--- config.mk ---
export PLATFORM = sky130hd
export DESIGN_NAME = mutex_client_master
export DESIGN_NICKNAME = d
export VERILOG_FILES = /design/src/rtl/mutex_client_master.sv
export SDC_FILE = /design/constraint.sdc
export NUM_CORES = 1
export LEC_CHECK = 0
export ABC_AREA = 1
export CORE_MARGIN = 3
export CORE_UTILIZATION = 40
export CTS_BUF_LIST = sky130_fd_sc_hd__clkbuf_4 sky130_fd_sc_hd__clkbuf_8
export CTS_CLUSTER_DIAMETER = 40
export DETAILED_ROUTE_END_ITERATION = 8
export GPL_TIMING_DRIVEN = 0
export PLACE_DENSITY = 0.74
export SKIP_CTS_REPAIR_TIMING = 1
export SLEW_MARGIN = 40
export SYNTH_ARGS = -nofsm -noshare
export SYNTH_HDL_FRONTEND = slang
export SYNTH_SLANG_ARGS = --single-unit
--- constraint.sdc ---
create_clock -name clk -period 1.4 [get_ports clk]
set_input_delay 0.28 -clock clk [delete_from_list [all_inputs] [get_ports clk]]
set_output_delay 0.28 -clock clk [all_outputs]
set_load 0.03 [all_outputs]
--- src/rtl/mutex_client_master.sv ---
// mutex_client_master
// Avalon-MM master that takes and gives back a hardware mutex for a local
// engine, so no CPU is needed. It writes {OWNER_ID, LOCK_VALUE} to mutex word 0
// and reads the word back. If the read returns the same word, the mutex is held.
// If not, the master waits RETRY_DELAY idle cycles and tries again.
// MAX_TRIES = 0 means it retries forever.
//
// Ports
//   clk, reset        : clock and asynchronous active-high reset
//   acquire_req       : one-cycle pulse, start an acquire (acted on only in IDLE)
//   release_req       : one-cycle pulse, release the mutex (acted on only in HELD)
//   abort             : level, abandon the acquire while in BACKOFF
//   granted           : high while this master holds the mutex
//   busy              : high in every state except IDLE and HELD
//   fail              : one-cycle pulse when tries run out or an abort completes
//   avm_*             : Avalon-MM master port (word addressed)
module mutex_client_master #(
    parameter logic [15:0] OWNER_ID    = 16'h0001,
    parameter logic [15:0] LOCK_VALUE  = 16'h0001,
    parameter int unsigned RETRY_DELAY = 16,
    parameter int unsigned MAX_TRIES   = 0
) (
    input  logic        clk,
    input  logic        reset,
    input  logic        acquire_req,
    input  logic        release_req,
    input  logic        abort,
    output logic        granted,
    output logic        busy,
    output logic        fail,
    output logic        avm_address,
    output logic        avm_read,
    output logic        avm_write,
    output logic [31:0] avm_writedata,
    input  logic [31:0] avm_readdata,
    input  logic        avm_waitrequest
);

    localparam int unsigned CNT_W     = 16;
    localparam logic [31:0] LOCK_WORD = {OWNER_ID, LOCK_VALUE};
    localparam logic [31:0] REL_WORD  = {OWNER_ID, 16'h0000};

    typedef enum logic [2:0] {
        S_IDLE,
        S_WR_LOCK,
        S_RD_CHECK,
        S_BACKOFF,
        S_HELD,
        S_WR_RELEASE
    } state_t;

    state_t             state_q, state_d;
    logic [CNT_W-1:0]   try_q, try_d;
    logic [CNT_W-1:0]   delay_q, delay_d;
    logic               granted_q, granted_d;
    logic               busy_q, busy_d;
    logic               fail_q, fail_d;
    logic               address_q, address_d;
    logic               read_q, read_d;
    logic               write_q, write_d;
    logic [31:0]        wdata_q, wdata_d;

    // Next state, counters, and the registered copy of every output.
    // Outputs are decoded from the next state, so each one is valid during
    // the cycle its state is active.
    always_comb begin
        state_d   = state_q;
        try_d     = try_q;
        delay_d   = delay_q;
        fail_d    = 1'b0;

        unique case (state_q)
            S_IDLE: begin
                if (acquire_req) begin
                    state_d = S_WR_LOCK;
                    try_d   = CNT_W'(1);
                end
            end
            S_WR_LOCK: begin
                if (!avm_waitrequest) state_d = S_RD_CHECK;
            end
            S_RD_CHECK: begin
                // Readdata is used only on the cycle the read completes.
                if (!avm_waitrequest) begin
                    if (avm_readdata == LOCK_WORD) begin
                        state_d = S_HELD;
                    end else begin
                        state_d = S_BACKOFF;
                        delay_d = CNT_W'(RETRY_DELAY);
                    end
                end
            end
            S_BACKOFF: begin
                if (delay_q != '0) delay_d = delay_q - CNT_W'(1);
                // Abort wins over counter expiry.
                if (abort) begin
                    state_d = S_IDLE;
                    fail_d  = 1'b1;
                end else if (delay_q <= CNT_W'(1)) begin
                    if ((MAX_TRIES != 0) && (try_q == CNT_W'(MAX_TRIES))) begin
                        state_d = S_IDLE;
                        fail_d  = 1'b1;
                    end else begin
                        state_d = S_WR_LOCK;
                        if (try_q != '1) try_d = try_q + CNT_W'(1);
                    end
                end
            end
            S_HELD: begin
                if (release_req) state_d = S_WR_RELEASE;
            end
            S_WR_RELEASE: begin
                if (!avm_waitrequest) state_d = S_IDLE;
            end
            default: state_d = S_IDLE;
        endcase

        granted_d = (state_d == S_HELD);
        busy_d    = (state_d != S_IDLE) && (state_d != S_HELD);
        read_d    = (state_d == S_RD_CHECK);
        write_d   = (state_d == S_WR_LOCK) || (state_d == S_WR_RELEASE);
        address_d = 1'b0;
        wdata_d   = 32'h0;
        if (state_d == S_WR_LOCK)    wdata_d = LOCK_WORD;
        if (state_d == S_WR_RELEASE) wdata_d = REL_WORD;
    end

    // State and output registers. Reset drops any transfer at once.
    always_ff @(posedge clk or posedge reset) begin
        if (reset) begin
            state_q   <= S_IDLE;
            try_q     <= '0;
            delay_q   <= '0;
            granted_q <= 1'b0;
            busy_q    <= 1'b0;
            fail_q    <= 1'b0;
            address_q <= 1'b0;
            read_q    <= 1'b0;
            write_q   <= 1'b0;
            wdata_q   <= 32'h0;
        end else begin
            state_q   <= state_d;
            try_q     <= try_d;
            delay_q   <= delay_d;
            granted_q <= granted_d;
            busy_q    <= busy_d;
            fail_q    <= fail_d;
            address_q <= address_d;
            read_q    <= read_d;
            write_q   <= write_d;
            wdata_q   <= wdata_d;
        end
    end

    assign granted       = granted_q;
    assign busy          = busy_q;
    assign fail          = fail_q;
    assign avm_address   = address_q;
    assign avm_read      = read_q;
    assign avm_write     = write_q;
    assign avm_writedata = wdata_q;

endmodule

==> flow_summary_export.csv <==
group,metric,value,unit
outcome,outcome,"complete, but fails checks",
outcome,violations,"negative setup slack",
drt,drc,0,
die,std_cell_rows,25,
die,fp.coreArea,4942,um^2
critical_path,r2r_end,"delay_q[10]",
critical_path,cp_common_cell,"nand2_4",
sta,hold_viol_final,0,
cells_and_area,fillCellCount,440,
synthesis,synth_top_area_frac,0.2933,
cells_and_area,num-nets-final,463,
sta,clock.fmax,641.3,MHz
power_and_ir_drop,intPower,3.038,mW
critical_path,r2r.worst_path.cells,11,
critical_path,critical-path-top-delay-family,"simple AND/OR/NAND/NOR gates",
clock_tree,clock_sinks,25,
sta,tightest_slew,0.5438,ns
synthesis,syn_inst,330,
synthesis,syn_area_per_cell,6.465,um^2
placed_design,place_congestion,0.8380,
placed_design,place_area,2778,um^2
clock_tree,cts_made_buffers,3,
die,die_h,79.03,um
critical_path,reg2reg_from,"delay_q[1]",
sta,maxSlewHeadroom,0.6369,
critical_path,cp_max_fo,5,
synthesis,yosysWarnings,0,
cells_and_area,antenna_cells,0,
critical_path,critPathLaunch,"delay_q[1]",
global_route,grt_max_degree,26,
power_and_ir_drop,powerDensity,1925,nW/um^2
synthesis,synth_top_area_cell,"dfrtp_1",
synthesis,synth-seq-area-share,0.2933,
die,io_pins,76,
power_and_ir_drop,p_seq_frac,0.215,
clock_tree,cts-root-buf,"clkbuf_8",
drt,drt_iter0_markers,88,
sta,slew_violations,0,
critical_path,path_depth,11,
drt,drtPass1Iterations,6,
critical_path,cp.arrival,1.73,ns
drt,vias_per_cell,4.355,
synthesis,ys_ff_latch,25,
critical_path,crit_path_end,"delay_q[10]",
die,die_w,79.03,um
drt,wirelength,5240,um
critical_path,worstPathCellList,"inv_2, ha_4, nand2_4, nor2_4, nand2_4, nand2_4, nand2_4, nand3_4, clkbuf_16, nand2_2, nand2_1",
cells_and_area,seqCellArea,636.9,um^2
job,cap_violations,0,
synthesis,synthArstFlopShare,1.000,
critical_path,r2r_setup_slack,-0.16,ns
synthesis,synth_edf_count,0,
sta,setup_violations,19,
placed_design,dp_hpwl,3823,um
sta,fin_crit_sh,1.114,
drt,ant_nets,0,
die,die_area,6246,um^2
power_and_ir_drop,pwr-share-clk,0.069,
sta,finalClockSkew,0.003732,ns
clock_tree,clkSlewWorstSetupHoldPaths,0.09,ns
die,initial_core_util,0.4316,
hold_path,min-delay-path-class,"in -> async",
sta,hold-worst-slack,0.3745,ns
critical_path,max_stage_delay,0.42,ns
global_route,grt_util_all_layers,0.1567,
synthesis,syn-cell-area,2133,um^2
critical_path,end_kind,"flip-flop",
clock_tree,cts_tree,"built",
synthesis,ys_top_cells_by_area,"dfrtp_1, nand2_1, buf_4",
global_route,grt_pass1_wl,8017,um
sta,setup_slack,-0.1594,ns
power_and_ir_drop,comb_power_share,0.716,
global_route,grt_pass1_vias,1896,
drt,wire_per_inst,10.74,um
placed_design,io_buffers,44,
sta,grt_setup_unrepaired,"yes",
cells_and_area,finalInstanceArea,3239,um^2
critical_path,crit_type,"reg -> reg",
power_and_ir_drop,switching_share,0.5130,
power_and_ir_drop,p_leak,1.817,nW
cells_and_area,syn_to_final_growth,51.85,%
power_and_ir_drop,peakVddDrop,1.107,mV
global_route,gr-total-overflow,0,
clock_tree,cts-htree-levels,1,
sta,min_period,1.559,ns
synthesis,synth_cell_types,25,
critical_path,cp_slowest_cell,"dfrtp_1",
drt,num_vias,2125,
clock_tree,clock_path_buffers,2,
cells_and_area,drive_above_1_share,0.3112,
synthesis,ys.flop_type,"dfrtp_1",
clock_tree,clk_latency,0.27,ns
critical_path,cp-start-kind,"flip-flop",
cells_and_area,multiInputGateArea,1393,um^2
global_route,antenna_found_initial,0,
power_and_ir_drop,p_sw,3.199,mW
critical_path,critPathRequiredTime,1.57,ns
critical_path,cp.buffers_inverters,2,
[cell usage in the layout, fill, tap and decap left out, types with 9 or more instances in the layout]
cell	count
clkdlybuf4s50_1	37
nand3_1	18
nand2_1	69
buf_4	42
nand2_2	21
dfrtp_2	9
nor2_4	11
inv_1	48
nor2_1	42
dfrtp_1	16
conb_1	31
nand2_4	18
[worst min path at each step]
stage | start | end | cells past startpoint
finish | reset | fail | 2
global route | reset | delay_q[12] | 2
CTS | reset | fail | 2
detailed placement | delay_q[15] | delay_q[15] | 2
global placement | delay_q[1] | delay_q[1] | 2
floorplan | reset | avm_read | 1
[cells in the mapped netlist, types with 4 or more instances]
library cell,count
nand2_2,13
a21oi_1,4
nand2_1,91
nand3_1,21
nand4_1,8
nor2_1,53
dfrtp_1,25
nand2_4,4
buf_4,32
inv_1,52
[metal layers]
layer	GRT usage	vias to the layer above	wire [um]
met4	0.03093	0	109
met5	0	-	0
met2	0.2837	57	2865
li1	-	1109	-
met3	0.03855	10	274
met1	0.1877	949	1991
[through the flow]
stage	instances	setup slack (ns)	power, mW	setup TNS (ns)	util
final	488	-0.1594	6.237	-2.176	0.6554
after global routing	488	-0.2633	6.767	-4.325	0.6554
after CTS	475	-0.2737	5.078	-5.534	0.5714
after detailed placement	471	-0.5268	4.623	-9.814	0.5620
after global placement	471	-0.4690	4.541	-10.77	0.5620
after floorplan	360	-0.0007788	3.877	-0.003115	-
[logic make-up (layout without fill, tap and decap cells)]
logic type               Yosys count  in the layout  share of synthesized area
AND/OR/NAND/NOR                  200            200                     0.4299
buffers and inverters             90            151                     0.2229
flip-flops                        25             25                     0.2933
AO/OA/AOI/OAI                      8              8                    0.02228
adder cells (fa/ha/maj)            3              3                    0.01760
XOR/XNOR                           3              3                    0.01232
other                              1             31                   0.001758
[worst reg2reg max path, delay by kind of cell, from the launching register on]
kind | cells | cell delay [ns]
and+or+nand+nor | 8 | 0.57
adders and majority gates | 1 | 0.18
buffers and inverters | 2 | 0.30
DFF | 1 | 0.42
[power by group through the flow]
| stage | clock network, mW | logic [mW] | registers (mW) |
|---|---|---|---|
| 2_1_floorplan | 0 | 2.58 | 1.30 |
| 3_3_place_gp | 0 | 3.30 | 1.24 |
| 3_5_place_dp | 0 | 3.37 | 1.25 |
| 4_1_cts | 0.449 | 3.39 | 1.24 |
| 5_1_grt | 0.476 | 4.91 | 1.38 |
| 6_report | 0.432 | 4.46 | 1.34 |
[state kept, by name, summed over array words and instances (netlist names)]
signal / cells
delay_q: 16
granted: 1
avm_read: 1
busy: 1
avm_write: 1
fail: 1
avm_writedata: 1
state_q: 3
[layout make-up]
type                            instances  share of cell area
Tap cell                               67             0.02588
Inverter                               55             0.06528
Clock inverter                          1            0.001545
Timing Repair Buffer                   57              0.1819
Multi-Input combinational cell        245              0.4299
Buffer                                 35             0.08613
Sequential cell                        25              0.1966
Clock buffer                            3             0.01275
Note: power is estimated with default switching activity, not from simulation.
